File: src/rtl/hex_disp_scan.sv
// hex_disp_scan: time-multiplexed 8-digit seven-segment driver.
// A frame is 8 slots of CLK_DIV cycles; each slot starts with BLANK_CYC dark
// cycles to suppress ghosting. Digit values are captured once per frame so a
// shift of the upstream register never tears the visible frame.
module hex_disp_scan #(
  parameter int CLK_DIV   = 100000,
  parameter int BLANK_CYC = 1000
) (
  input  logic       clk,
  input  logic       rst,
  input  logic [3:0] hex0,
  input  logic [3:0] hex1,
  input  logic [3:0] hex2,
  input  logic [3:0] hex3,
  input  logic [3:0] hex4,
  input  logic [3:0] hex5,
  input  logic [3:0] hex6,
  input  logic [3:0] hex7,
  input  logic [7:0] dp_in,
  input  logic [7:0] dig_en,
  input  logic       lz_blank,
  output logic [7:0] an,
  output logic [7:0] sseg,
  output logic       frame_tick
);

  localparam int CW = (CLK_DIV > 2) ? $clog2(CLK_DIV) : 1;
  localparam logic [CW-1:0] CNT_LAST  = CW'(CLK_DIV - 1);
  localparam logic [CW-1:0] CNT_BLANK = CW'(BLANK_CYC);

  logic [CW-1:0] r_cnt;
  logic [2:0]    r_idx;
  logic [31:0]   r_snap;
  logic          r_primed;

  logic          w_slot_end;
  logic          w_frame_end;
  logic [3:0]    w_digit;
  logic          w_upper_zero;
  logic          w_lz;
  logic          w_show;
  logic [7:0]    w_an;
  logic [7:0]    w_sseg;

  // Active-low gfedcba pattern for one hex digit.
  function automatic logic [6:0] f_seg(input logic [3:0] d);
    logic [6:0] s;
    case (d)
      4'h0: s = 7'h40;
      4'h1: s = 7'h79;
      4'h2: s = 7'h24;
      4'h3: s = 7'h30;
      4'h4: s = 7'h19;
      4'h5: s = 7'h12;
      4'h6: s = 7'h02;
      4'h7: s = 7'h78;
      4'h8: s = 7'h00;
      4'h9: s = 7'h10;
      4'hA: s = 7'h08;
      4'hB: s = 7'h03;
      4'hC: s = 7'h46;
      4'hD: s = 7'h21;
      4'hE: s = 7'h06;
      default: s = 7'h0E;
    endcase
    return s;
  endfunction

  assign w_slot_end  = (r_cnt == CNT_LAST);
  assign w_frame_end = w_slot_end && (r_idx == 3'd7);
  assign w_digit     = r_snap[{r_idx, 2'b00} +: 4];
  // Digit idx is a leading zero when it and every digit above it are zero.
  assign w_upper_zero = ((r_snap >> {r_idx, 2'b00}) == 32'd0);
  assign w_lz   = lz_blank && (r_idx != 3'd0) && w_upper_zero;
  assign w_show = (r_cnt >= CNT_BLANK) && dig_en[r_idx] && !w_lz;

  // Next anode/segment values for the current slot position.
  always_comb begin
    w_an   = 8'hFF;
    w_sseg = 8'hFF;
    if (w_show) begin
      w_an   = ~(8'b1 << r_idx);
      w_sseg = {~dp_in[r_idx], f_seg(w_digit)};
    end
  end

  // Slot counter, digit index and once-per-frame snapshot.
  always_ff @(posedge clk or negedge rst) begin
    if (!rst) begin
      r_cnt    <= '0;
      r_idx    <= 3'd0;
      r_snap   <= 32'd0;
      r_primed <= 1'b0;
    end else begin
      if (w_slot_end) begin
        r_cnt <= '0;
        r_idx <= r_idx + 3'd1;
      end else begin
        r_cnt <= r_cnt + CW'(1);
      end
      if (!r_primed || w_frame_end) begin
        r_snap <= {hex7, hex6, hex5, hex4, hex3, hex2, hex1, hex0};
      end
      r_primed <= 1'b1;
    end
  end

  // Registered outputs; dark immediately on reset.
  always_ff @(posedge clk or negedge rst) begin
    if (!rst) begin
      an         <= 8'hFF;
      sseg       <= 8'hFF;
      frame_tick <= 1'b0;
    end else begin
      an         <= w_an;
      sseg       <= w_sseg;
      frame_tick <= w_frame_end;
    end
  end

endmodule
File: config.mk
export PLATFORM = sky130hd
export DESIGN_NAME = hex_disp_scan
export DESIGN_NICKNAME = d
export VERILOG_FILES = /design/src/rtl/hex_disp_scan.sv
export SDC_FILE = /design/constraint.sdc
export NUM_CORES = 1
export LEC_CHECK = 0
export BUFFER_PORTS_ARGS = -buffer_cell sky130_fd_sc_hd__buf_2
export CORE_ASPECT_RATIO = 0.75
export CORE_UTILIZATION = 31
export CTS_CLUSTER_DIAMETER = 80
export DETAILED_ROUTE_END_ITERATION = 7
export GPL_ROUTABILITY_DRIVEN = 0
export PLACE_DENSITY_LB_ADDON = 0.25
export SLEW_MARGIN = 0
export SYNTH_ARGS = -nofsm -noshare
export SYNTH_HDL_FRONTEND = slang
export SYNTH_SLANG_ARGS = --single-unit
File: constraint.sdc
create_clock -name clk -period 4.4 [get_ports clk]
set_input_delay 0.66 -clock clk [delete_from_list [all_inputs] [get_ports clk]]
set_output_delay 0.66 -clock clk [all_outputs]
set_load 0.05 [all_outputs]
==> flow_summary.yaml, run 1 <==
status:
  status: "complete, no violations"
timing:
  setup_violations: 0
  fin_crit_sh: 0.777
  slew_violations: 0
  fmax_mhz: 293
  fin_crit_ns: 3.42
  skew_ns: 0.00515
  grt_setup_unrepaired: "no"
  fin_tns_setup_ns: 0
  hold_viol_final: 0
  maxSlewHeadroom: 0.388
  worst_hold_slack_ns: 0.468
  worst_pin_slew_ns: 0.919
cts:
  cts_tree: "built"
  postCtsHoldBufs: 0
  ctsHtreeMaxLevel: 3
  cts-resized-gates: 0
  root_buffer: "clkbuf_16"
  numCtsBuffers: 9
  post-cts-setup-buffers: 0
  clk_pin_slew_ns: 0.05
  clockBufferDepth: 2
  clk_latency_ns: 0.33
  clkSinkCount: 70
place:
  dp_hpwl_um: 6610
  io_buffers: 67
logic_synthesis:
  synth_area_leaders: "dfrtp_1, dfstp_2, mux2_2"
  synthArstFlopShare: 1.00
  yosys_warnings: 0
  synth.distinct_cells: 52
  synth_edf_count: 0
  ys_ff_latch: 70
  syn-num-nets: 375
  avgSynthCellArea_um2: 11.8
  netlist_instances: 310
  synth-seq-area-share: 0.485
  netlist_area_um2: 3650
  yosysTopAreaCell: "dfrtp_1"
  synth_top_area_frac: 0.370
  ys.flop_type: "dfrtp_1"
floorplanning:
  start_util: 0.326
  dieArea_um2: 12200
  core-area_um2: 11200
  io_pins: 68
  chipHeight_um: 96.0
  die_w_um: 127
  rows: 33
drt:
  first_iter_violations: 177
  viasPerCell: 4.97
  drc: 0
  wl_per_cell_um: 16.2
  wl_um: 8770
  vias: 2698
  antenna_left: 0
  drt_pass1_iterations: 4
setup_path:
  crit_chain: "mux4_2 -> mux2_2 -> inv_1 -> ha_1 -> nand2_1 -> a21oi_1 -> nor4b_1 -> nand4_2 -> o21a_2 -> o311ai_1"
  cp_top_family: "multiplexers"
  cp.buffers_inverters: 1
  crit_path_max_incr_delay_ns: 0.88
  cp_data_arrival_time_ns: 3.65
  r2r_end: "sseg[1]$_DFF_PN1_"
  r2r_cells: 10
  crit_type: "reg -> reg"
  critPathSlowestCell: "dfrtp_1"
  critical_path_depth: 10
  setup.worst_path.end: "sseg[1]$_DFF_PN1_"
  start_kind: "flop"
  critPathMaxFanout: 21
  worstPathRequired_ns: 4.63
  r2r_slack_ns: 0.98
  worst_setup_path_end_kind: "flop"
  r2r_start: "r_idx[0]$_DFFE_PN0N_"
  critPathLaunch: "r_idx[0]$_DFFE_PN0N_"
hold_path:
  hold_class: "in -> async"
grt:
  grtUsageMet3: 0.0495
  track_usage: 0.157
  first_global_vias: 2688
  grt_start_max_net_pins: 39
  grt_busiest_layer: "met1"
  gr-usage-met1: 0.226
  grt_pass1_wl_um: 14300
  antenna_found_initial: 0
  overflow: 0
  met2_usage: 0.221
pwr:
  peakVddDrop_v: 0.000172
  leakagePower_nw: 1.82
  power.density_nw_per_um2: 337
final_layout:
  nNetsFinal: 446
  drive_gt1_frac: 0.394
  n_antenna_cell: 0
  final_common_cell: "buf_2"
  area_delta_synth_final_pct: 20.7
  final_cell_mix: "buf_2, dfrtp_1, mux2_2, nand2_1, nor2_1"
job:
  drv_cap: 0
==> per-stage QoR <==
| stage | area (um^2) | instances | setup WS (ns) | utilization | power, mW |
|---|---|---|---|---|---|
| final | 4410 | 543 | 0.981 | 0.394 | 1.48 |
| after global routing | 4410 | 543 | 0.692 | 0.394 | 1.56 |
| after CTS | 4410 | 543 | 0.960 | 0.394 | 1.51 |
| after detailed placement | 4150 | 527 | 0.957 | 0.371 | 0.867 |
| after global placement | 4150 | 527 | 1.04 | 0.371 | 0.864 |
| after floorplan | 3650 | 310 | 1.54 | - | 0.799 |
==> layout make-up <==
type	instances	area, um^2
clock buffers	14	244
inverters	11	41.3
well taps	157	196
flip-flops and latches	70	1770
fillers	1112	6780
multi-input cells	217	1770
repair buffers	72	373
clock inverters	2	10.0
==> power by group <==
part / internal [mW] / switching (mW) / leakage (nW) / total, mW
clock network: 0.380 / 0.249 / 0.125 / 0.628
registers: 0.675 / 0.0340 / 0.833 / 0.710
logic: 0.0760 / 0.0703 / 0.866 / 0.146
==> routing by layer <==
| layer | share of wire | vias to the layer above | routed length, um |
|---|---|---|---|
| met2 | 0.42 | 102 | 3690 |
| met1 | 0.49 | 1318 | 4290 |
| met3 | 0.081 | 10 | 713 |
| met5 | 0 | - | 0 |
| li1 | - | 1268 | - |
| met4 | 0.010 | 0 | 88 |
==> state kept, by name, indices dropped and copies added, names as in the netlist <==
signal / cells
r_snap: 32
r_cnt: 17
an: 8
sseg: 8
r_idx: 3
frame_tick: 1
r_primed: 1
==> worst min-delay path by stage <==
stage                        start                endpoint  slack, ns  cells past startpoint
3_3_place_gp   r_cnt[14]$_DFF_PN0_     r_cnt[14]$_DFF_PN0_       0.49                      1
3_5_place_dp    r_cnt[8]$_DFF_PN0_      r_cnt[8]$_DFF_PN0_       0.49                      1
2_1_floorplan                  rst    frame_tick$_DFF_PN0_       0.36                      0
5_1_grt         r_cnt[8]$_DFF_PN0_      r_cnt[8]$_DFF_PN0_       0.51                      1
4_1_cts                        rst  r_snap[31]$_DFFE_PN0P_       0.48                      1
6_report                       rst  r_snap[31]$_DFFE_PN0P_       0.47                      1
==> Yosys cell counts (all sizes together) (5+ instances only) <==
library cell  instances
a21oi                 5
a22oi                 5
and2                  5
buf                   8
dfrtp                54
dfstp                16
ha                   14
inv                  10
mux2                 33
mux4                 12
nand2                29
nand3                 7
nand4                 5
nor2                 23
nor3                 12
nor4                  6
o21ai                 7
xnor2                 8
xor2                  7
==> kinds of logic after synthesis <==
| family | count (synthesis) | share of synthesized area |
|---|---|---|
| simple gates | 101 | 0.137 |
| flops | 70 | 0.485 |
| mux | 48 | 0.187 |
| compound gates | 38 | 0.0757 |
| buf+inv | 23 | 0.0298 |
| xor+xnor | 15 | 0.0360 |
| fa+ha+maj | 14 | 0.0480 |
| other cells | 1 | 0.00103 |
Power figures use the tool's default switching activity.
==> inputs of run 2 (changes only) <==
Settings changed: ABC_AREA set to 1.
Clock period 4.4 ns to 3.54 ns, I/O delays scaled along.
==> run 2 against run 1 <==
Net effect: synthesized cell count rose by 91%; sequential cell count did not move; sequential power rose by 22%; die area rose by 20%; cell area rose by 15%; first-iteration DRC count rose by 48%; via count rose by 46%; hold slack got worse by 0.25 ns; count of clock-buffer cells in the layout fell by 5; global-route usage rose by 1.0 points; core utilization fell by 2.6 points; highest routed layer unchanged.
==> flow_summary.yaml, run 2 <==
timing:
  worst_pin_slew_ns: 0.724
  setup_violations: 0
  maxSlewHeadroom: 0.517
  grt_setup_unrepaired: "no"
  hold_viol_final: 0
  slew_violations: 0
  skew_ns: 0.00390
  fin_crit_sh: 0.799
  fin_crit_ns: 2.83
  fin_tns_setup_ns: 0
  fmax_mhz: 354
logic_synthesis:
  ys.flop_type: "dfrtp_1"
  synth_edf_count: 0
  netlist_instances: 592
  synth_top_area_frac: 0.307
  synth-seq-area-share: 0.403
  synthArstFlopShare: 1.00
  synth.distinct_cells: 36
  synth.most_common_cell: "nand2_1"
  yosys_warnings: 0
  ys_ff_latch: 70
  synth_compound_area_frac: 0.0632
  netlist_area_um2: 4400
  synth_top_family_by_area: "simple AND/OR/NAND/NOR gates"
  synth_xor_area_frac: 0.0120
  avgSynthCellArea_um2: 7.42
  synth_common_cells: "nand2_1, nand3_1, inv_1"
  synth_area_leaders: "dfrtp_1, nand2_1, dfstp_2"
  syn-num-nets: 657
  yosysTopAreaCell: "dfrtp_1"
  synth_mux_area_frac: 0
  synthSimpleGateAreaFrac: 0.379
  synthAdderAreaFrac: 0.0399
final_layout:
  largest_reg_flops: 32
  final_common_cell: "nand2_1"
  drive_gt1_frac: 0.203
  area_delta_synth_final_pct: 15.3
  reg_top3: "r_snap: 32 flops, r_cnt: 17 flops"
  n_antenna_cell: 0
  final_cell_mix: "nand2_1, nand3_1, buf_2, inv_1, dfrtp_1"
  nNetsFinal: 714
  max_flop_register: "r_snap"
floorplanning:
  dieArea_um2: 14700
  die_w_um: 139
  chipHeight_um: 105
  io_pins: 68
  rows: 37
  core-area_um2: 13800
  start_util: 0.319
hold_path:
  hold_class: "in -> async"
cts:
  numCtsBuffers: 9
  cts-resized-gates: 0
  root_buffer: "clkbuf_16"
  clkSinkCount: 70
  cts_tree: "built"
  postCtsHoldBufs: 0
  post-cts-setup-buffers: 0
  clk_pin_slew_ns: 0.06
  clockBufferDepth: 2
  clk_latency_ns: 0.34
  ctsHtreeMaxLevel: 3
place:
  io_buffers: 67
  dp_hpwl_um: 8640
setup_path:
  crit_path_max_incr_delay_ns: 0.65
  critical_path_depth: 14
  worstPathRequired_ns: 3.81
  r2r_end: "sseg[7]$_DFF_PN1_"
  setup.worst_path.end: "sseg[7]$_DFF_PN1_"
  crit_chain: "inv_4 -> nand3_1 -> nand3_1 -> nand2_1 -> inv_1 -> ha_1 -> nand2_1 -> nor2_1 -> o21ai_0 -> inv_1 -> nand3_2 -> nor2_2 -> nand3_4 -> nand3_1"
  r2r_slack_ns: 0.71
  start_kind: "flop"
  critPathSlowestCell: "dfrtp_1"
  r2r_start: "r_idx[1]$_DFFE_PN0N_"
  critPathMaxFanout: 27
  r2r_cells: 14
  worst_setup_path_end_kind: "flop"
  cp_data_arrival_time_ns: 3.10
  cp_top_family: "simple AND/OR/NAND/NOR gates"
  crit_top_cell: "nand3_1"
  cp.buffers_inverters: 3
  critPathLaunch: "r_idx[1]$_DFFE_PN0N_"
  crit_type: "reg -> reg"
drt:
  wl_um: 11400
  viasPerCell: 4.74
  antenna_left: 0
  drt_pass1_iterations: 4
  wl_per_cell_um: 13.7
  first_iter_violations: 262
  vias: 3930
  drc: 0
grt:
  antenna_found_initial: 0
  met2_usage: 0.236
  track_usage: 0.168
  grt_start_max_net_pins: 71
  first_global_vias: 3851
  grt_busiest_layer: "met1"
  gr-usage-met1: 0.249
  grtUsageMet3: 0.0357
  overflow: 0
  grt_pass1_wl_um: 19200
pwr:
  power.density_nw_per_um2: 393
  leakagePower_nw: 2.56
  power_mw: 1.99
  peakVddDrop_v: 0.000239
status:
  status: "complete, no violations"
job:
  drv_cap: 0
[run 2: changes by cell type after synthesis, moves of 6 or more]
cell     previous run  this run
inv_1               8        58
nand3_1             7        74
mux2_2             33         0
nand2_1            29       202
o21ai_1             0        21
nor2_1             22        46
nor3_1             12         6
mux4_2             12         0
xnor2_1             8         0
nand3_2             0        15
buf_6               0        13
[run 2: worst min-delay path by stage]
stage,startpoint,end
3_3_place_gp,r_cnt[0]$_DFF_PN0_,r_cnt[0]$_DFF_PN0_
2_1_floorplan,rst,frame_tick$_DFF_PN0_
5_1_grt,rst,r_idx[2]$_DFFE_PN0N_
3_5_place_dp,r_cnt[16]$_DFF_PN0_,r_cnt[16]$_DFF_PN0_
4_1_cts,rst,r_idx[2]$_DFFE_PN0N_
6_report,rst,r_snap[11]$_DFFE_PN0P_
[run 2: per-layer routing]
layer	vias to the layer above	wire, um
li1	2001	-
met1	1798	6070
met2	112	4530
met3	19	551
met4	0	214
met5	-	0
[run 2: cell families (layout without fill, tap and decap cells)]
group                    count (synthesis)  after routing
flip-flops                              70             70
buffers and inverters                   86            148
other                                    1              1
AO/OA/AOI/OAI                           49             49
adder cells (fa/ha/maj)                 14             14
XOR/XNOR                                 6              6
AND/OR/NAND/NOR                        366            366
[run 2: cell type report]
| type | count | area, um^2 |
|---|---|---|
| tap | 175 | 219 |
| inverter | 62 | 235 |
| clock buffer | 9 | 225 |
| multi-input combinational | 436 | 2170 |
| sequential | 70 | 1770 |
| fill | 1492 | 8730 |
| clock inverter | 7 | 73.8 |
| timing repair buffer | 70 | 370 |
[run 2: stage by stage]
step | hold WS (ns) | util | cell area, um^2 | setup slack (ns) | instances
2_1_floorplan | 0.235 | - | 4400 | 1.23 | 592
3_3_place_gp | 0.495 | 0.346 | 4770 | 0.883 | 813
3_5_place_dp | 0.498 | 0.346 | 4770 | 0.748 | 813
4_1_cts | 0.230 | 0.367 | 5070 | 0.734 | 829
5_1_grt | 0.249 | 0.367 | 5070 | 0.305 | 829
6_report | 0.218 | 0.367 | 5070 | 0.713 | 829
[run 2: where the power goes]
group	total [mW]	internal [mW]	switching (mW)
Clock	0.900	0.546	0.355
Sequential	0.864	0.835	0.0293
Combinational	0.226	0.0813	0.145
